===== src/rtl/fetch_pkg.sv =====
// Shared types and defaults for the instruction fetch queue.
package fetch_pkg;

  localparam int unsigned XLEN     = 32;
  localparam int unsigned FQ_DEPTH = 4;

  typedef struct packed {
    logic [XLEN-1:0] pc;
    logic [XLEN-1:0] instr;
    logic            filled;
  } fq_entry_t;

endpackage


===== src/rtl/fetch_queue_if.sv =====
// PC-stage, instruction-memory and decode handshakes of the fetch queue.
// The slave modport is the queue's view; master is the surrounding pipeline.
interface fetch_queue_if;

  logic [fetch_pkg::XLEN-1:0] if_pc;
  logic                       if_valid;
  logic                       if_ready;
  logic                       flush;
  logic                       imem_req_valid;
  logic [fetch_pkg::XLEN-1:0] imem_req_addr;
  logic                       imem_req_ready;
  logic                       imem_rsp_valid;
  logic [fetch_pkg::XLEN-1:0] imem_rsp_data;
  logic                       dec_valid;
  logic                       dec_ready;
  logic [fetch_pkg::XLEN-1:0] dec_pc;
  logic [fetch_pkg::XLEN-1:0] dec_instr;

  modport slave (
    input  if_pc, if_valid, flush, imem_req_ready, imem_rsp_valid,
           imem_rsp_data, dec_ready,
    output if_ready, imem_req_valid, imem_req_addr, dec_valid, dec_pc,
           dec_instr
  );

  modport master (
    output if_pc, if_valid, flush, imem_req_ready, imem_rsp_valid,
           imem_rsp_data, dec_ready,
    input  if_ready, imem_req_valid, imem_req_addr, dec_valid, dec_pc,
           dec_instr
  );

endinterface


===== src/rtl/fetch_queue.sv =====
// Instruction fetch queue: issues in-order fetches, buffers {pc, instr}
// pairs and hands them to decode. Flushed in-flight responses are tracked
// in a drop counter and discarded as they return.
// Optional macro FETCH_QUEUE_BYPASS_EN: forward a response straight to
// decode when it belongs to the head entry and nothing else is filled.
module fetch_queue
  import fetch_pkg::*;
#(
  parameter int unsigned DEPTH = FQ_DEPTH
) (
  input  logic          clk,
  input  logic          reset,
  fetch_queue_if.slave  bus
);

  localparam int unsigned    PW      = $clog2(DEPTH);
  localparam int unsigned    CW      = PW + 1;
  localparam logic [CW-1:0]  DEPTH_C = CW'(DEPTH);
  localparam logic [PW-1:0]  P_ONE   = PW'(1);
  localparam logic [CW-1:0]  C_ONE   = CW'(1);

  fq_entry_t       entries [DEPTH];
  logic [PW-1:0]   alloc_ptr, fill_ptr, rd_ptr;
  logic [CW-1:0]   count, drop;
  logic [PW-1:0]   ptr_diff;
  logic [CW-1:0]   pend;
  logic            credit, req_valid, req_fire;
  logic            rsp_ok, rsp_drop, bypass, dec_valid, pop;
  fq_entry_t       head;

  // Entries allocated but not yet filled. alloc == fill is ambiguous only
  // when the queue is full: then the entry at fill tells empty from all-pending.
  always_comb begin
    ptr_diff = alloc_ptr - fill_ptr;
    pend     = '0;
    if (alloc_ptr != fill_ptr) begin
      pend = {1'b0, ptr_diff};
    end else if (count == DEPTH_C && !entries[fill_ptr].filled) begin
      pend = DEPTH_C;
    end
  end

  // Request issue, response classification and decode presentation.
  always_comb begin
    head      = entries[rd_ptr];
    credit    = (count + drop) < DEPTH_C;
    req_valid = bus.if_valid && credit && !bus.flush && !reset;
    req_fire  = req_valid && bus.imem_req_ready;
    rsp_drop  = bus.imem_rsp_valid && (drop != '0);
    rsp_ok    = bus.imem_rsp_valid && (drop == '0) && (pend != '0);
`ifdef FETCH_QUEUE_BYPASS_EN
    bypass        = rsp_ok && (count != '0) && (count == pend);
    dec_valid     = !reset && !bus.flush && (count != '0) && (head.filled || bypass);
    bus.dec_instr = bypass ? bus.imem_rsp_data : head.instr;
`else
    bypass        = 1'b0;
    dec_valid     = !reset && !bus.flush && (count != '0) && head.filled;
    bus.dec_instr = head.instr;
`endif
    pop                = dec_valid && bus.dec_ready;
    bus.dec_valid      = dec_valid;
    bus.dec_pc         = head.pc;
    bus.imem_req_valid = req_valid;
    bus.imem_req_addr  = bus.if_pc;
    bus.if_ready       = req_fire;
  end

  // Pointer, counter and entry storage updates.
  always_ff @(posedge clk) begin
    if (reset) begin
      alloc_ptr <= '0;
      fill_ptr  <= '0;
      rd_ptr    <= '0;
      count     <= '0;
      drop      <= '0;
      for (int unsigned i = 0; i < DEPTH; i++) begin
        entries[i] <= '0;
      end
    end else if (bus.flush) begin
      // Every still-pending entry becomes a response to drop; a response
      // landing this cycle is discarded directly, so it is not counted.
      fill_ptr <= alloc_ptr;
      rd_ptr   <= alloc_ptr;
      count    <= '0;
      drop     <= drop + pend - {{PW{1'b0}}, rsp_ok} - {{PW{1'b0}}, rsp_drop};
    end else begin
      if (req_fire) begin
        entries[alloc_ptr].pc     <= bus.if_pc;
        entries[alloc_ptr].filled <= 1'b0;
        alloc_ptr                 <= alloc_ptr + P_ONE;
      end
      if (rsp_drop) begin
        drop <= drop - C_ONE;
      end
      if (rsp_ok) begin
        entries[fill_ptr].instr  <= bus.imem_rsp_data;
        entries[fill_ptr].filled <= !(bypass && bus.dec_ready);
        fill_ptr                 <= fill_ptr + P_ONE;
      end
      if (pop) begin
        rd_ptr <= rd_ptr + P_ONE;
      end
      count <= count + {{PW{1'b0}}, req_fire} - {{PW{1'b0}}, pop};
    end
  end

endmodule


===== src/flat_wrapper.sv =====
// flat-port wrapper written by rule: the top's interface ports become plain ports
module fetch_queue_flat import fetch_pkg::*;
#(
  parameter int unsigned DEPTH = FQ_DEPTH
)
  (clk, reset, bus_if_pc, bus_if_valid, bus_flush, bus_imem_req_ready, bus_imem_rsp_valid, bus_imem_rsp_data, bus_dec_ready, bus_if_ready, bus_imem_req_valid, bus_imem_req_addr, bus_dec_valid, bus_dec_pc, bus_dec_instr);
  fetch_queue_if bus_i ();
  input  logic clk;
  input  logic reset;
  input wire logic [$bits(bus_i.if_pc)-1:0] bus_if_pc;
  input wire logic [$bits(bus_i.if_valid)-1:0] bus_if_valid;
  input wire logic [$bits(bus_i.flush)-1:0] bus_flush;
  input wire logic [$bits(bus_i.imem_req_ready)-1:0] bus_imem_req_ready;
  input wire logic [$bits(bus_i.imem_rsp_valid)-1:0] bus_imem_rsp_valid;
  input wire logic [$bits(bus_i.imem_rsp_data)-1:0] bus_imem_rsp_data;
  input wire logic [$bits(bus_i.dec_ready)-1:0] bus_dec_ready;
  output wire logic [$bits(bus_i.if_ready)-1:0] bus_if_ready;
  output wire logic [$bits(bus_i.imem_req_valid)-1:0] bus_imem_req_valid;
  output wire logic [$bits(bus_i.imem_req_addr)-1:0] bus_imem_req_addr;
  output wire logic [$bits(bus_i.dec_valid)-1:0] bus_dec_valid;
  output wire logic [$bits(bus_i.dec_pc)-1:0] bus_dec_pc;
  output wire logic [$bits(bus_i.dec_instr)-1:0] bus_dec_instr;
  assign bus_i.if_pc = bus_if_pc;
  assign bus_i.if_valid = bus_if_valid;
  assign bus_i.flush = bus_flush;
  assign bus_i.imem_req_ready = bus_imem_req_ready;
  assign bus_i.imem_rsp_valid = bus_imem_rsp_valid;
  assign bus_i.imem_rsp_data = bus_imem_rsp_data;
  assign bus_i.dec_ready = bus_dec_ready;
  assign bus_if_ready = bus_i.if_ready;
  assign bus_imem_req_valid = bus_i.imem_req_valid;
  assign bus_imem_req_addr = bus_i.imem_req_addr;
  assign bus_dec_valid = bus_i.dec_valid;
  assign bus_dec_pc = bus_i.dec_pc;
  assign bus_dec_instr = bus_i.dec_instr;
  fetch_queue #(.DEPTH(DEPTH)) u_core (.clk(clk), .reset(reset), .bus(bus_i));
endmodule

===== config.mk =====
export PLATFORM = sky130hd
export DESIGN_NAME = fetch_queue_flat
export DESIGN_NICKNAME = d
export VERILOG_FILES = /design/src/rtl/fetch_pkg.sv /design/src/rtl/fetch_queue_if.sv /design/src/rtl/fetch_queue.sv /design/src/flat_wrapper.sv
export SDC_FILE = /design/constraint.sdc
export NUM_CORES = 1
export LEC_CHECK = 0
export ABC_AREA = 1
export CAP_MARGIN = 25
export CORE_MARGIN = 8
export CORE_UTILIZATION = 30
export CTS_CLUSTER_SIZE = 12
export DETAILED_ROUTE_END_ITERATION = 7
export HOLD_SLACK_MARGIN = 0.12
export SLEW_MARGIN = 0
export SYNTH_ARGS = -nofsm -noshare
export SYNTH_HDL_FRONTEND = slang
export SYNTH_SLANG_ARGS = --single-unit

===== constraint.sdc =====
create_clock -name clk -period 6.14 [get_ports clk]
set_clock_uncertainty 0.1 [all_clocks]
set_input_delay 0.921 -clock clk [delete_from_list [all_inputs] [get_ports clk]]
set_output_delay 0.921 -clock clk [all_outputs]
set_load 0.05 [all_outputs]

==> metrics.md <==
| Metric | Value |
|---|---|
| Vias per cell | 4.75 |
| Ys flop type | edfxtp_1 |
| Synth Register Bits | 276 |
| Slowest cell on crit path | clkdlybuf4s50_1 |
| Synthesis warning total | 0 |
| Antenna diodes | 0 |
| Remaining DRCs | 0 |
| Largest net degree at the start of global routing | a little under 100 |
| Crit path DAT | 3.64 ns |
| Postcts setup bufs | 0 |
| Reg2reg start | u_core.alloc_ptr[0]$_SDFFE_PP0P_ |
| Hold-fix buffers, CTS | 0 |
| Leak Pwr | between 6 and 7 nW |
| RSZ-0062 raised after global routing | no |
| Async SR Flop Fraction | 0% |
| CP startpoint kind | register |
| Yosys top cell area share | 61.8% |
| Overall via count from detail_route | 8,816 |
| Number of fill cells | just over 4k |
| Sw frac | a little over a quarter |
| Count of pins over their slew limit | 0 |
| CP Class | register to output pin |
| Share of cells above drive strength 1 | under 10% |
| Number of flops mapped to enable cells by yosys | between 200 and 300 |
| Slowest stage delay, CP | 0.87 ns |
| Power Density | about 290 nW/um^2 |
| # IOs | 170 |
| Initial antenna violation count | 0 |
| Rows | 74 |
| Outcome | finished clean |
| Fin cells | approximately 1.9k |
| Setup TNS | 0 ns |
| Clock-pin slew on the worst setup and hold paths | 0.06 ns |
| Area contributors post-synth | edfxtp_1, nor2_1, o21ai_0 |
| Crit. End Element | output pin |
| Flop2flop setup slack | 1.92 ns |
| Post-layout util | 37.1% |
| Post-synthesis net count | roughly 1.3k |
| Final setup violation count | 0 |
| Crit-path max FO | 97 |
| Fmax | 0.215 GHz |
| CTS Root Cell | clkbuf_16 |
| Die H | 220 microns |
| Routed wl met3 | 2.28 mm |
| Die area | 48,200 sq um |
| Final Hold Fails | 0 |
| Sequential fraction of the synthesis area | approximately two thirds |
| Highest routed layer | met4 |
| Met1 Wirelength | 14.4 mm |
| # port buffers | 169 |
| Final WS setup | 1.48 ns |
| GP Congestion | 0.766 |
| Synth cell types | 34 |
| Post-DRT Antenna Nets | 0 |
| Critical path, cell by cell | inv_4 -> buf_4 -> o21ai_0 -> o22ai_1 -> clkdlybuf4s50_1 |
| Final Total Pwr | 4.45 mW |
| Least-Margin Pin Slew | 0.995 ns |
| Skew-Pair Late Insertion Delay | 0.54 ns |
| H-Tree Depth | 1 |
| Maxcap violations | 0 |
| Synth cell count leaders | nor2_1, edfxtp_1, o21ai_0, inv_1, o22ai_1 |
| GR Overflow Total | 0 |
| CP top delay family | buffers and inverters |
| Cell area after synthesis | 12,400 sq um |
| Clk pwr share | 37.1% |
| WL per Instance | 17.7 microns |
| Min Tclk post-route | 4.66 ns |
| Global-route wire length before repair | 50.3 mm |
| Layout overhead on the synthesized area | 21.9% |
| Switching power total | 1.18 mW |
| Reg power frac | 48.4% |
| Initial Util | 30.4% |
| Slew margin rel. | between 30 and 40% |
| Core Region | 40,900 sq um |
| Mean Syn Cell Area | 10.4 sq um |
| CTS resizes | 0 |
| Maximum clock path buffer count | 3 |
| Largest area contributor in the netlist | edfxtp_1 |
| Part of the power in combinational logic | 14.4% |
| Met2 WL post-DR | 15.6 mm |
| Buffers plus inverters on the worst setup path | 3 |
| DRT iter0 DRCs | 716 |
| Placed cell count | 1,806 |
| Final wirelength | 32.8 mm |
| CTS buffer count | 29 |
| Final period utilization | 75.8% |
| GRT Total Usage | 13.1% |
| Internal power | 3.28 mW |
| Worst Hold Class | register to register |
| Syn Inst Count | 1,198 |
| Dpl hpwl | 19.7 mm |
| Peak supply drop | 0.000223 V |
| First drt pass iteration count | 5 |
| Vias in the first global route | 8,779 |
| Count leader, synth | nor2_1 |
| Die X | 220 microns |
| CP Data Required Time | slightly above 5 ns |
| NumNets Final | 1,392 |
| CTS tree | built |
| Hold Crit Start | u_core.entries[1][0]$_SDFFE_PP1P_ |
| CTS sink cnt | 276 |
| Worst slack at placement | 1.56 ns |
## cells by family (layout without fill, tap and decap cells)
logic type               Yosys count  in the layout  share of synthesized area (%)
AND/OR/NAND/NOR                  481            481                           15.6
flip-flops                       276            276                           65.0
XOR/XNOR                           2              2                          0.141
AO/OA/AOI/OAI                    212            212                           9.21
adder cells (fa/ha/maj)           16             16                           1.85
buffers and inverters            211            337                           8.21
## sequential cells by signal (all words and copies together) (netlist names), named ones only
register,cells
u_core.fill_ptr,2
u_core.rd_ptr,2
u_core.alloc_ptr,2
u_core.entries,260
u_core.count,3
u_core.drop,3
## worst min-delay path: stages, from the launching register on
cell     delay (ns)
dfxtp_1        0.32
nand3_1        0.09
nand2_1        0.05
## metrics by stage
step	area, sq um	hold slack, ns
2_1_floorplan	12400	0.346
3_3_place_gp	14300	0.419
3_5_place_dp	14300	0.382
4_1_cts	15200	0.392
5_1_grt	15200	0.416
6_report	15200	0.398
## power by group through the flow
| stage | Clock [mW] | Sequential (mW) | Combinational (mW) |
|---|---|---|---|
| 6_report | 1.65 | 2.16 | 0.642 |
| 5_1_grt | 1.76 | 2.17 | 0.691 |
| 4_1_cts | 1.69 | 2.16 | 0.655 |
| 3_5_place_dp | 0 | 2.20 | 0.651 |
| 3_3_place_gp | 0 | 2.20 | 0.647 |
| 2_1_floorplan | 0 | 2.18 | 0.428 |
## cells in the final DEF, fill, tap and decap left out, types with 3 or more instances in the layout
cell / n
clkbuf_8: 4
inv_1: 104
clkbuf_1: 11
o21ai_0: 137
clkbuf_16: 29
buf_4: 7
nor2_1: 401
edfxtp_1: 256
o22ai_1: 64
a21oi_1: 8
nand2_4: 5
clkdlybuf4s50_1: 169
nand3_1: 18
nand2_2: 10
nand3_2: 4
fa_1: 4
dfxtp_1: 18
inv_2: 3
nand2_1: 34
clkinv_1: 4
nand4_1: 3
ha_1: 12
## final cells by class
cell class | count | area (sq um) | area share, %
flip-flops and latches | 276 | 8090 | 53.4
multi-input cells | 711 | 3350 | 22.1
repair buffers | 177 | 1760 | 11.6
clock buffers | 44 | 822 | 5.42
well taps | 532 | 666 | 4.39
inverters | 110 | 417 | 2.75
clock inverters | 6 | 55.1 | 0.363
## final timing paths
| kind | endpoint | cells past startpoint |
|---|---|---|
| max | bus_dec_instr[2] | 5 |
| min | u_core.entries[1][0]$_SDFFE_PP1P_ | 2 |
| max reg2reg | u_core.drop[2]$_SDFFE_PP0P_ | 25 |
| min reg2reg | u_core.entries[1][0]$_SDFFE_PP1P_ | 2 |
## layer usage
layer / vias to the layer above / GRT usage (%)
met1: 4270 / 17.3
met3: 41 / 2.71
li1: 4214 / -
met5: - / 0
met4: 0 / 2.47
met2: 291 / 22.3
No activity file was read; power rests on OpenSTA's default activity.
